`config.mk`:
```
export PLATFORM = sky130hd
export DESIGN_NAME = layer_compositor
export DESIGN_NICKNAME = d
export VERILOG_FILES = /design/src/rtl/layer_compositor_pkg.sv /design/src/rtl/layer_compositor_palette.sv /design/src/rtl/layer_compositor.sv
export SDC_FILE = /design/constraint.sdc
export NUM_CORES = 1
export LEC_CHECK = 0
export ABC_AREA = 1
export CORE_MARGIN = 2
export CORE_UTILIZATION = 66
export CTS_CLUSTER_DIAMETER = 50
export CTS_CLUSTER_SIZE = 28
export DETAILED_ROUTE_END_ITERATION = 16
export PLACE_DENSITY_LB_ADDON = 0.1
export SKIP_CTS_REPAIR_TIMING = 1
export SLEW_MARGIN = 10
export SYNTH_ARGS = -nofsm -noshare
export SYNTH_HDL_FRONTEND = slang
export SYNTH_SLANG_ARGS = --single-unit
```
`constraint.sdc`:
```
create_clock -name Clock -period 2.43 [get_ports Clock]
set_input_delay 0.6075 -clock Clock [delete_from_list [all_inputs] [get_ports Clock]]
set_output_delay 0.6075 -clock Clock [all_outputs]
set_load 0.05 [all_outputs]
```
`src/rtl/layer_compositor_pkg.sv`:
```
// Shared colour constants, default palette and width helper for the layer compositor.
// Colours are 4:4:4 RGB packed as {R, G, B}.
package layer_compositor_pkg;

    typedef logic [11:0] rgb444_t;

    localparam rgb444_t COLOR_BLACK   = 12'h000;
    localparam rgb444_t COLOR_YELLOW  = 12'hFF0;
    localparam rgb444_t COLOR_CYAN    = 12'h0FF;
    localparam rgb444_t COLOR_MAGENTA = 12'hF0F;
    localparam rgb444_t COLOR_BLUE    = 12'h00F;
    localparam rgb444_t COLOR_GREEN   = 12'h0F0;
    localparam rgb444_t COLOR_RED     = 12'hF00;
    localparam rgb444_t COLOR_WHITE   = 12'hFFF;

    // Entry [i] is the reset colour of palette index i in every layer.
    localparam logic [7:0][11:0] DEFAULT_PALETTE = {
        COLOR_WHITE, COLOR_RED, COLOR_GREEN, COLOR_BLUE,
        COLOR_MAGENTA, COLOR_CYAN, COLOR_YELLOW, COLOR_BLACK
    };

    function automatic rgb444_t default_color(input int unsigned idx);
        logic [2:0] sel;
        if (idx > 7) begin
            return COLOR_BLACK;
        end
        sel = idx[2:0];
        return DEFAULT_PALETTE[sel];
    endfunction

    // Ceiling log2, never less than 1 so derived vectors stay legal.
    function automatic int unsigned clog2(input int unsigned value);
        int unsigned result;
        result = 1;
        while ((32'd1 << result) < value) begin
            result++;
        end
        return result;
    endfunction

endpackage

```
`src/rtl/layer_compositor_palette.sv`:
```
// layer_palette: per-layer palette register file with write decode and the
// registered stage-3 read that produces the output colour.
module layer_palette
    import layer_compositor_pkg::*;
#(
    parameter int unsigned NUM_LAYERS = 4,
    parameter int unsigned IDX_W      = 3,
    parameter int unsigned RGB_W      = 12,
    parameter int unsigned SEL_W      = 3
) (
    input  logic             Clock,
    input  logic             Reset_n,
    input  logic             i_we,
    input  logic [SEL_W-1:0] i_wr_layer,
    input  logic [IDX_W-1:0] i_wr_idx,
    input  logic [RGB_W-1:0] i_wr_rgb,
    input  logic             i_rd_en,
    input  logic [SEL_W-1:0] i_rd_layer,
    input  logic [IDX_W-1:0] i_rd_idx,
    output logic [RGB_W-1:0] o_rgb
);

    localparam int unsigned DEPTH = 1 << IDX_W;

    logic [RGB_W-1:0] r_pal [NUM_LAYERS][DEPTH];
    logic [RGB_W-1:0] r_rgb;
    logic [RGB_W-1:0] w_rd_rgb;

    // Out-of-range layer selects match no row, so those writes fall away.
    always_ff @(posedge Clock or negedge Reset_n) begin
        if (!Reset_n) begin
            for (int unsigned l = 0; l < NUM_LAYERS; l++) begin
                for (int unsigned e = 0; e < DEPTH; e++) begin
                    r_pal[l][e] <= RGB_W'(default_color(e));
                end
            end
        end else begin
            for (int unsigned l = 0; l < NUM_LAYERS; l++) begin
                for (int unsigned e = 0; e < DEPTH; e++) begin
                    if (i_we && i_wr_layer == SEL_W'(l) && i_wr_idx == IDX_W'(e)) begin
                        r_pal[l][e] <= i_wr_rgb;
                    end
                end
            end
        end
    end

    always_comb begin
        w_rd_rgb = '0;
        for (int unsigned l = 0; l < NUM_LAYERS; l++) begin
            if (i_rd_layer == SEL_W'(l)) begin
                w_rd_rgb = r_pal[l][i_rd_idx];
            end
        end
    end

    always_ff @(posedge Clock or negedge Reset_n) begin
        if (!Reset_n) begin
            r_rgb <= '0;
        end else begin
            r_rgb <= i_rd_en ? w_rd_rgb : '0;
        end
    end

    assign o_rgb = r_rgb;

endmodule

```
`src/rtl/layer_compositor.sv`:
```
// layer_compositor: three-stage fixed-priority merge of indexed-colour layers with
// per-layer enable, frame-based blinking and a run-time writable palette.
module layer_compositor
    import layer_compositor_pkg::*;
#(
    parameter int unsigned NUM_LAYERS   = 4,
    parameter int unsigned IDX_W        = 3,
    parameter int unsigned RGB_W        = 12,
    parameter int unsigned COORD_W      = 11,
    parameter int unsigned H_ACTIVE     = 640,
    parameter int unsigned V_ACTIVE     = 480,
    parameter int unsigned BLINK_FRAMES = 30,
    // One spare code so that out-of-range layer selects can be expressed and ignored.
    localparam int unsigned SEL_W       = clog2(NUM_LAYERS + 1)
) (
    input  logic                        Clock,
    input  logic                        Reset_n,
    input  logic                        iPixelValid,
    input  logic [COORD_W-1:0]          iRow,
    input  logic [COORD_W-1:0]          iCol,
    input  logic [NUM_LAYERS*IDX_W-1:0] iLayerIdx,
    input  logic [NUM_LAYERS-1:0]       iLayerEnable,
    input  logic [NUM_LAYERS-1:0]       iLayerBlink,
    input  logic                        iPalWe,
    input  logic [SEL_W-1:0]            iPalLayer,
    input  logic [IDX_W-1:0]            iPalIdx,
    input  logic [RGB_W-1:0]            iPalRgb,
    output logic [RGB_W-1:0]            oRGB,
    output logic                        oPixelValid,
    output logic                        oBlinkPhase
);

    localparam int unsigned CNT_W = clog2(BLINK_FRAMES);

    logic                        r_s1_valid;
    logic                        r_s1_active;
    logic                        r_s1_frame_start;
    logic [NUM_LAYERS*IDX_W-1:0] r_s1_idx;
    logic [NUM_LAYERS-1:0]       r_s1_en;
    logic [NUM_LAYERS-1:0]       r_s1_blink;

    logic                        r_s2_valid;
    logic                        r_s2_active;
    logic                        r_s2_hit;
    logic [SEL_W-1:0]            r_s2_layer;
    logic [IDX_W-1:0]            r_s2_idx;

    logic                        r_s3_valid;
    logic [CNT_W-1:0]            r_frame_cnt;
    logic                        r_phase;

    logic                        w_frame_start;
    logic                        w_active;
    logic                        w_hit;
    logic [SEL_W-1:0]            w_layer;
    logic [IDX_W-1:0]            w_idx;
    logic [IDX_W-1:0]            w_lidx;

    assign w_frame_start = iPixelValid && (iRow == '0) && (iCol == '0);
    assign w_active      = (iCol < COORD_W'(H_ACTIVE)) && (iRow < COORD_W'(V_ACTIVE));

    // Stage 1: capture the pixel and its layer controls.
    always_ff @(posedge Clock or negedge Reset_n) begin
        if (!Reset_n) begin
            r_s1_valid       <= 1'b0;
            r_s1_active      <= 1'b0;
            r_s1_frame_start <= 1'b0;
            r_s1_idx         <= '0;
            r_s1_en          <= '0;
            r_s1_blink       <= '0;
        end else begin
            r_s1_valid       <= iPixelValid;
            r_s1_active      <= w_active;
            r_s1_frame_start <= w_frame_start;
            r_s1_idx         <= iLayerIdx;
            r_s1_en          <= iLayerEnable;
            r_s1_blink       <= iLayerBlink;
        end
    end

    // Ascending scan: the last visible layer seen is the highest-priority one.
    always_comb begin
        w_hit   = 1'b0;
        w_layer = '0;
        w_idx   = '0;
        w_lidx  = '0;
        for (int unsigned k = 0; k < NUM_LAYERS; k++) begin
            w_lidx = r_s1_idx[k*IDX_W +: IDX_W];
            if (r_s1_en[k] && (w_lidx != '0) && !(r_s1_blink[k] && r_phase)) begin
                w_hit   = 1'b1;
                w_layer = SEL_W'(k);
                w_idx   = w_lidx;
            end
        end
    end

    // Stage 2: registered priority result.
    always_ff @(posedge Clock or negedge Reset_n) begin
        if (!Reset_n) begin
            r_s2_valid  <= 1'b0;
            r_s2_active <= 1'b0;
            r_s2_hit    <= 1'b0;
            r_s2_layer  <= '0;
            r_s2_idx    <= '0;
        end else begin
            r_s2_valid  <= r_s1_valid;
            r_s2_active <= r_s1_active;
            r_s2_hit    <= w_hit;
            r_s2_layer  <= w_layer;
            r_s2_idx    <= w_idx;
        end
    end

    always_ff @(posedge Clock or negedge Reset_n) begin
        if (!Reset_n) begin
            r_s3_valid <= 1'b0;
        end else begin
            r_s3_valid <= r_s2_valid;
        end
    end

    // Phase flips as the frame-start pixel leaves stage 1, so that pixel keeps
    // the old phase and its successor sees the new one.
    always_ff @(posedge Clock or negedge Reset_n) begin
        if (!Reset_n) begin
            r_frame_cnt <= '0;
            r_phase     <= 1'b0;
        end else if (r_s1_frame_start) begin
            if (r_frame_cnt == CNT_W'(BLINK_FRAMES - 1)) begin
                r_frame_cnt <= '0;
                r_phase     <= ~r_phase;
            end else begin
                r_frame_cnt <= r_frame_cnt + 1'b1;
            end
        end
    end

    layer_palette #(
        .NUM_LAYERS (NUM_LAYERS),
        .IDX_W      (IDX_W),
        .RGB_W      (RGB_W),
        .SEL_W      (SEL_W)
    ) u_palette (
        .Clock      (Clock),
        .Reset_n    (Reset_n),
        .i_we       (iPalWe),
        .i_wr_layer (iPalLayer),
        .i_wr_idx   (iPalIdx),
        .i_wr_rgb   (iPalRgb),
        .i_rd_en    (r_s2_valid && r_s2_active && r_s2_hit),
        .i_rd_layer (r_s2_layer),
        .i_rd_idx   (r_s2_idx),
        .o_rgb      (oRGB)
    );

    assign oPixelValid = r_s3_valid;
    assign oBlinkPhase = r_phase;

endmodule
```
==> impl_metrics.csv, run 1 <==
group,metric,value,unit
layout,instances_no_fill,2793,
die,coreArea,29480,um^2
critical_path,path_buf_inv,1,
grt,grt_pass1_vias,16300,
layout,area_growth,14.97,%
layout,layout_common_cells,"nand2_1 (738), o21ai_0 (366), nand3_1 (256)",
die,die_area,31110,um^2
grt,grt_pass1_wl,87.49,mm
sta,worstMarginPinSlew,0.6461,ns
synth,syn_inst,2331,
layout,drive_above_1_share,15.98,%
critical_path,critical_path_required,1.82,ns
power,pwr-share-comb,15.9,%
drt,drt_pass1_iterations,5,
sta,slew-limit-headroom,56.86,%
sta,rsz0062_at_grt,"no",
synth,syn_area,19610,um^2
clocking,clockBufferDepth,3,
synth,ys.flop_type,"dfrtp_1",
power,p_switching,0.005364,W
sta,whs,-0.007463,ns
critical_path,cp_num_cells,1,
critical_path,cp_slowest_cell,"clkdlybuf4s50_1",
sta,period_share,94.83,%
synth,ys_async_sr_fraction,100.0,%
layout,diodes,0,
grt,grt_max_degree,108,
synth,synth_nets,2397,
sta,setup_viol,0,
critical_path,r2r_cells,10,
grt,antenna_found_initial,0,
power,p_seq_share,49.2,%
layout,fin_nets,2440,
layout,fin_util,76.48,%
critical_path,cp_data_arrival_time,1.70,ns
drt,drt_wl_total,54.61,mm
layout,final_common_cell,"nand2_1",
critical_path,cp_cell_sequence,"clkdlybuf4s50_1",
clocking,h-tree-depth,2,
status,status,"finished with violations",
sta,tns,0,ns
clocking,tritoncts,"done",
drt,wl_per_cell,19.55,um
clocking,path_clk_slew,0.08,ns
sta,fin_skew,0.02449,ns
place,dp.cells,2724,
die,io_pins,78,
status,violations,"hold timing",
clocking,clk_latency,0.55,ns
power,finalPower,0.01836,W
place,dp_hpwl,33.54,mm
drt,ant_nets,0,
synth,syn-mean-instance-area,8.414,um^2
power,power_density,814.2,nW/um^2
sta,final_hold_viol_count,6,
power,p_leak,9.741,nW
critical_path,worst-path-max-fanout,1,
critical_path,critPathCaptureType,"output port",
clocking,clockRootBuffer,"clkbuf_16",
sta,fmax,434.0,MHz
die,dieWidth,176.4,um
critical_path,worstSetupPathType,"reg -> out",
min_path,hold_class,"in -> async",
grt,grt_util_all_layers,35.94,%
synth,synth_cell_types,35,
synth,ys_seq_area_share,56.60,%
synth,synth_edf_count,0,
power,power.internal,0.01299,W
clocking,cts-buffers-inserted,38,
die,row_count,63,
critical_path,critPathLaunchType,"flip-flop",
die,die-height,176.4,um
place,place.gp.congestion,0.8939,
sta,drv_slew,0,
layout,fillers,2083,
sta,finalCriticalPeriod,2.304,ns
place,io_buffer_count,77,
die,start_util,66.53,%
drt,routed_via_density,6.064,
drt,remaining_drc_errors,0,
drt,route.vias.total,16940,
critical_path,critPathTopFamily,"buffers and inverters",
job,maxCapViolations,0,
drt,drtIter0Drc,2007,
synth,synth_warnings,0,
power,ir_drop,832.9,uV
power,swShare,29.22,%
critical_path,max_stage_delay,0.82,ns
power,clkPwrFrac,34.9,%
clocking,clock-sinks,434,
grt,grt_overflow,0,
synth,yosys_register_bits,434,
final timing paths:
path                               startpoint                   end  slack (ns)
min in group Clock                 r_s1_valid            r_s2_valid        0.36
setup / recovery           u_palette.o_rgb[4]               oRGB[4]        0.13
setup reg to reg                  r_s2_idx[0]    u_palette.o_rgb[4]        0.20
hold reg to reg                    r_s1_valid            r_s2_valid        0.36
hold / removal                        Reset_n  u_palette.r_pal[237]      -0.007
max in group asynchronous             Reset_n   u_palette.r_pal[20]        1.64
cell type report:
class                      instances  area [um^2]  share of cell area, %
sequential                       434        11110                  49.27
multi-input combinational       1635         7412                  32.87
timing repair buffer             170         1839                  8.157
clock buffer                      44         1035                  4.589
tap                              390        488.0                  2.164
inverter                          95        361.6                  1.604
clock inverter                    25        302.8                  1.343
registers in the layout, summed over array words and instances, names as in the netlist, 2 cells and up:
name             count
r_frame_cnt          5
r_s1_blink           4
r_s1_en              4
r_s1_idx            12
r_s2_idx             3
r_s2_layer           2
u_palette.o_rgb     12
u_palette.r_pal    384
synth_stat cells, types with 3 or more instances:
master	instances	area share, %
nor3_1	9	0.23
clkbuf_1	85	1.6
dfstp_2	192	26
a31oi_1	3	0.096
a21oi_1	86	2.2
nand3_1	256	6.5
nand4_1	4	0.13
buf_4	5	0.19
nor2_1	104	2.0
nand2_1	738	14
inv_2	7	0.13
dfrtp_1	242	31
o21ai_1	26	0.66
o211ai_1	12	0.46
buf_1	11	0.21
clkbuf_2	8	0.20
o21ai_0	366	9.3
nor3_2	7	0.36
buf_2	56	1.4
nor4_1	3	0.096
inv_1	86	1.6
nor4_4	8	0.87
metrics by stage:
step                      setup slack, ns  cell area (um^2)
after floorplan                    0.6506             19610
after global placement           -0.01565             21210
after detailed placement         -0.07370             21210
after CTS                        -0.07615             22550
after global routing              0.08017             22550
final                              0.1256             22550
logic make-up after synthesis:
kind of cell,count (synthesis),synth area share (%)
flops,434,56.60
xor+xnor,3,0.1340
simple gates,1134,24.67
buf+inv,262,5.608
fa+ha+maj,2,0.1276
compound gates,496,12.86
routing by layer:
metal  wire [um]  share of wire (%)  vias to the layer above  global-route usage (%)
met5           0                  0                        -                       0
met4        2200                4.0                        0                   15.15
met3        4802                8.8                      146                   5.599
met2       25760                 47                      884                   56.72
met1       21850                 40                     8180                   50.17
li1            -                  -                     7728                       -
power groups by stage:
stage | registers [W] | logic (W) | clock network (W)
2_1_floorplan | 0.00899 | 0.00187 | 0
3_3_place_gp | 0.00908 | 0.00276 | 0
3_5_place_dp | 0.00912 | 0.00286 | 0
4_1_cts | 0.00901 | 0.00289 | 0.00647
5_1_grt | 0.00913 | 0.00328 | 0.00676
6_report | 0.00903 | 0.00292 | 0.00641
(Power assumes the default switching activity.)
==> inputs of run 2 (changes only) <==
--- a/config.mk
+++ b/config.mk
@@ -7,7 +7,7 @@
 export LEC_CHECK = 0
 export ABC_AREA = 1
 export CORE_MARGIN = 2
-export CORE_UTILIZATION = 66
+export CORE_UTILIZATION = 61
 export CTS_CLUSTER_DIAMETER = 50
 export CTS_CLUSTER_SIZE = 28
 export DETAILED_ROUTE_END_ITERATION = 16
==> constraint.sdc (replaced) <==
create_clock -name Clock -period 2.6 [get_ports Clock]
set_input_delay 0.65 -clock Clock [delete_from_list [all_inputs] [get_ports Clock]]
set_output_delay 0.65 -clock Clock [all_outputs]
set_load 0.05 [all_outputs]
==> run 2 against run 1 <==
  * The run now ends clean
  * Cell area is 0.90% higher
  * First-iteration DRC count is 3.8% lower
  * Count of clock-buffer cells in the layout is 8 higher
  * Combinational power is 5% lower
  * Clock power is 7.0% lower
  * Core utilization is 4.6 points lower
  * Global-route usage is 2.0 points lower
  * Worst setup slack worse by 0.020 ns
  * Register-to-register slack better by 0.08 ns
  * Sequential cell count stayed put
  * Die area is 8.0% higher
  * Critical endpoint is now oBlinkPhase
  * Largest power group unchanged
==> impl_metrics.csv, run 2 (synthesis gave the netlist of run 1 again) <==
group,metric,value,unit
critical_path,worstSetupPathType,"reg -> out",
layout,final_common_cell,"nand2_1",
power,p_leak,9.859,nW
critical_path,path_buf_inv,1,
place,io_buffer_count,77,
grt,grt_util_all_layers,33.90,%
drt,drtIter0Drc,1931,
critical_path,reg2reg_from,"r_s2_idx[0]",
layout,regMostFlops,"u_palette.r_pal",
sta,slew-limit-headroom,61.50,%
die,die-height,183.3,um
drt,ant_nets,0,
critical_path,worst-path-max-fanout,6,
critical_path,cp_cell_sequence,"clkdlybuf4s50_1",
layout,drive_above_1_share,16.64,%
critical_path,critPathLaunchType,"flip-flop",
critical_path,critical_path_required,1.95,ns
critical_path,r2r_cells,8,
layout,fin_nets,2462,
layout,layout_common_cells,"nand2_1 (738), o21ai_0 (366), nand3_1 (256)",
sta,rsz0062_at_grt,"no",
drt,route.vias.total,16720,
grt,grt_pass1_vias,15750,
critical_path,cp_data_arrival_time,1.84,ns
die,coreArea,31640,um^2
grt,grt_max_degree,88,
drt,drt_wl_total,55.66,mm
layout,diodes,0,
power,ir_drop,474.1,uV
grt,antenna_found_initial,0,
die,die_area,33600,um^2
min_path,hold_class,"in -> async",
critical_path,cp-startpoint,"oBlinkPhase",
critical_path,cp_num_cells,1,
clocking,tritoncts,"done",
grt,grt_pass1_wl,87.86,mm
sta,setup_viol,0,
sta,period_share,95.94,%
clocking,path_clk_slew,0.07,ns
job,maxCapViolations,0,
grt,grt_overflow,0,
sta,fmax,400.9,MHz
layout,fillers,2448,
sta,worstMarginPinSlew,0.5731,ns
sta,drv_slew,0,
critical_path,max_stage_delay,0.84,ns
clocking,clockBufferDepth,3,
place,place.gp.congestion,0.9098,
clocking,clock-sinks,434,
clocking,clk_latency,0.55,ns
clocking,cts-buffers-inserted,41,
drt,wl_per_cell,19.67,um
sta,tns,0,ns
sta,finalCriticalPeriod,2.494,ns
status,status,"completed",
die,io_pins,78,
critical_path,ff2ff_setup_slack,0.28,ns
die,dieWidth,183.3,um
critical_path,critPathCaptureType,"output port",
place,place_area,21420,um^2
clocking,h-tree-depth,2,
layout,seq_area,11110,um^2
sta,fin_skew,0.02150,ns
place,dp_hpwl,34.93,mm
drt,drt_pass1_iterations,6,
clocking,clockRootBuffer,"clkbuf_16",
critical_path,endpoint,"oBlinkPhase",
drt,remaining_drc_errors,0,
sta,final_hold_viol_count,0,
critical_path,cp_slowest_cell,"clkdlybuf4s50_1",
die,start_util,61.99,%
power,power_density,755.2,nW/um^2
critical_path,critPathTopFamily,"buffers and inverters",
drt,routed_via_density,5.909,
layout,largest_reg_flops,384,
layout,area_growth,16.00,%
layout,multi_input_area,7412,um^2
layout,final_cell_area,22750,um^2
die,row_count,65,
critical_path,worst_r2r_endpoint,"u_palette.o_rgb[2]",
## run 2: metrics by stage
stage / instances / power (W) / utilization (%) / worst slack, ns / hold WS [ns]
5_1_grt: 2830 / 0.01797 / 71.91 / 0.02732 / 0.09306
2_1_floorplan: 2331 / 0.01015 / - / 0.7781 / 0.3312
6_report: 2830 / 0.01718 / 71.91 / 0.1057 / 0.07584
3_3_place_gp: 2755 / 0.01114 / 67.69 / 0.08107 / 0.3336
4_1_cts: 2830 / 0.01723 / 71.91 / 0.08337 / 0.08092
3_5_place_dp: 2755 / 0.01126 / 67.69 / 0.06135 / 0.3373
## run 2: area by class of cell
type                       instances  area share, %
sequential                       434          48.83
clock inverter                    23         0.9569
tap                              402          2.211
timing repair buffer             189          8.920
multi-input combinational       1635          32.58
clock buffer                      52          4.911
inverter                          95          1.589
## run 2: how the worst min path moves through the flow
stage                      from  depth (start not counted)                    to  slack, ns
floorplan           r_s1_active                          0           r_s2_active       0.33
global placement     r_s1_valid                          0            r_s2_valid       0.33
detailed placement  r_s1_active                          0           r_s2_active       0.34
CTS                     Reset_n                          1   u_palette.r_pal[84]       0.08
global route            Reset_n                          1  u_palette.r_pal[226]       0.09
finish                  Reset_n                          1  u_palette.r_pal[226]       0.08
## run 2: per-layer routing
layer	global-route usage [%]	vias to the layer above	routed length, um	share of wire [%]
li1	-	7770	-	-
met1	49.34	8070	23160	42
met2	52.18	755	25580	46
met3	4.984	127	4803	8.6
met4	12.67	0	2118	3.8
met5	0	-	0	0
## run 2: report_power, final
group | internal (W) | switching (W) | total (W) | leakage [nW]
combinational | 0.00101 | 0.00176 | 0.00277 | 4.10
sequential | 0.00798 | 0.000477 | 0.00845 | 5.10
clock | 0.00324 | 0.00272 | 0.00596 | 0.662
==> inputs of run 3 (changes only) <==
==> constraint.sdc (replaced) <==
create_clock -name Clock -period 2.64 [get_ports Clock]
set_input_delay 0.66 -clock Clock [delete_from_list [all_inputs] [get_ports Clock]]
set_output_delay 0.66 -clock Clock [all_outputs]
set_load 0.05 [all_outputs]
==> run 3 against run 2 <==
  * Sequential share of layout area is 0.18 points higher
  * Largest power group unchanged
  * Critical path depth stayed put
  * Die area stayed put
  * Critical endpoint unchanged
==> impl_metrics.csv, run 3 (synthesis gave the netlist of run 1 again) <==
group,metric,value,unit
status,status,"completed",
sta,worst_slack,0.1388,ns
clocking,cts-buffers-inserted,42,
critical_path,cp_slowest_cell,"clkdlybuf4s50_1",
critical_path,cp_num_cells,1,
critical_path,critPathCaptureType,"output port",
critical_path,ff2ff_setup_slack,0.35,ns
sta,fmax,399.8,MHz
clocking,path_clk_slew,0.07,ns
power,ir_drop,503.6,uV
layout,multi_input_area,7412,um^2
power,pwr-share-comb,15.4,%
drt,drt_wl_total,55.18,mm
grt,grt_pass1_wl,88.50,mm
clocking,clk_latency,0.55,ns
power,p_switching,0.004972,W
sta,setup_viol,0,
power,power.internal,0.01251,W
drt,wl_per_cell,19.58,um
layout,instances_no_fill,2818,
layout,area_growth,15.57,%
critical_path,r2r_cells,10,
die,die_area,33600,um^2
grt,grt_util_all_layers,33.80,%
power,swShare,28.43,%
drt,routed_via_density,5.923,
critical_path,cp-startpoint,"oBlinkPhase",
critical_path,max_stage_delay,0.84,ns
critical_path,worstSetupPathType,"reg -> out",
place,dp.cells,2740,
critical_path,cp_cell_sequence,"clkdlybuf4s50_1",
die,die-height,183.3,um
critical_path,critical_path_required,1.98,ns
grt,antenna_found_initial,0,
critical_path,critPathTopFamily,"buffers and inverters",
drt,remaining_drc_errors,0,
power,p_seq_share,47.6,%
critical_path,endpoint,"oBlinkPhase",
die,coreArea,31640,um^2
min_path,hold_class,"in -> async",
critical_path,worst-path-max-fanout,6,
grt,grt_max_degree,87,
sta,period_share,94.74,%
sta,slew-limit-headroom,60.03,%
drt,drt_pass1_iterations,6,
sta,final_hold_viol_count,0,
layout,diodes,0,
sta,whs,0.04036,ns
clocking,clockBufferDepth,3,
clocking,h-tree-depth,2,
sta,tns,0,ns
place,io_buffer_count,77,
die,row_count,65,
grt,grt_pass1_vias,15890,
drt,drtIter0Drc,1957,
layout,regMostFlops,"u_palette.r_pal",
place,place.gp.congestion,0.8882,
power,power_density,771.5,nW/um^2
critical_path,path_buf_inv,1,
critical_path,worst_r2r_endpoint,"u_palette.o_rgb[1]",
job,maxCapViolations,0,
critical_path,cp_data_arrival_time,1.84,ns
sta,fin_skew,0.01517,ns
critical_path,reg2reg_from,"r_s2_idx[0]",
place,dp_hpwl,34.23,mm
layout,fin_nets,2448,
grt,grt_overflow,0,
layout,drive_above_1_share,16.31,%
place,pre_cts_ws,0.1672,ns
layout,fillers,2418,
sta,rsz0062_at_grt,"no",
die,dieWidth,183.3,um
clocking,clockRootBuffer,"clkbuf_16",
clocking,clock-sinks,434,
layout,seq_area,11110,um^2
drt,ant_nets,0,
die,io_pins,78,
drt,route.vias.total,16690,
layout,layout_common_cells,"nand2_1 (738), o21ai_0 (366), nand3_1 (256)",
sta,finalCriticalPeriod,2.501,ns
sta,worstMarginPinSlew,0.5974,ns
layout,final_common_cell,"nand2_1",
die,start_util,61.99,%
layout,largest_reg_flops,384,
clocking,tritoncts,"done",
sta,drv_slew,0,
critical_path,critPathLaunchType,"flip-flop",
power,clkPwrFrac,37.0,%
power,p_leak,9.796,nW
-- run 3: changes by cell type in the layout (fill, tap and decap cells not counted), sizes merged --
cell      previous run  this run
bufinv               1         5
clkinvlp             1         5
buf                113        98
inv                105       103
clkbuf              52        49
-- run 3: stage by stage --
stage	utilization [%]	area, um^2	power, W
global route	71.65	22670	0.01827
floorplan	-	19610	0.009993
global placement	66.90	21170	0.01095
finish	71.65	22670	0.01749
detailed placement	66.90	21170	0.01106
CTS	71.65	22670	0.01753
-- run 3: metal layers --
layer  vias to the layer above  share of wire, %  track usage [%]
li1                       7745                 -                -
met1                      8041                42            48.96
met2                       784                45            50.70
met3                       120               9.0            5.560
met4                         0               4.3            15.01
met5                         -                 0                0
-- run 3: how the worst min path moves through the flow --
stage / end / depth (start not counted) / slack, ns / start
floorplan: r_s2_active / 0 / 0.33 / r_s1_active
global placement: r_s2_valid / 0 / 0.33 / r_s1_valid
detailed placement: r_s2_valid / 0 / 0.34 / r_s1_valid
CTS: u_palette.r_pal[224] / 1 / 0.06 / Reset_n
global route: u_palette.r_pal[224] / 1 / 0.06 / Reset_n
finish: u_palette.r_pal[224] / 1 / 0.04 / Reset_n
-- run 3: layout make-up --
cell class / instances / share of cell area [%]
multi-input cells: 1635 / 32.70
inverters: 95 / 1.595
well taps: 402 / 2.219
flip-flops and latches: 434 / 49.01
clock buffers: 49 / 5.034
clock inverters: 29 / 1.590
repair buffers: 174 / 7.849
-- run 3: power groups by stage --
stage / combinational, W / sequential (W) / clock (W)
floorplan: 0.00172 / 0.00827 / 0
CTS: 0.00267 / 0.00831 / 0.00655
detailed placement: 0.00265 / 0.00841 / 0
global route: 0.00304 / 0.00842 / 0.00681
finish: 0.00270 / 0.00833 / 0.00646
global placement: 0.00257 / 0.00838 / 0
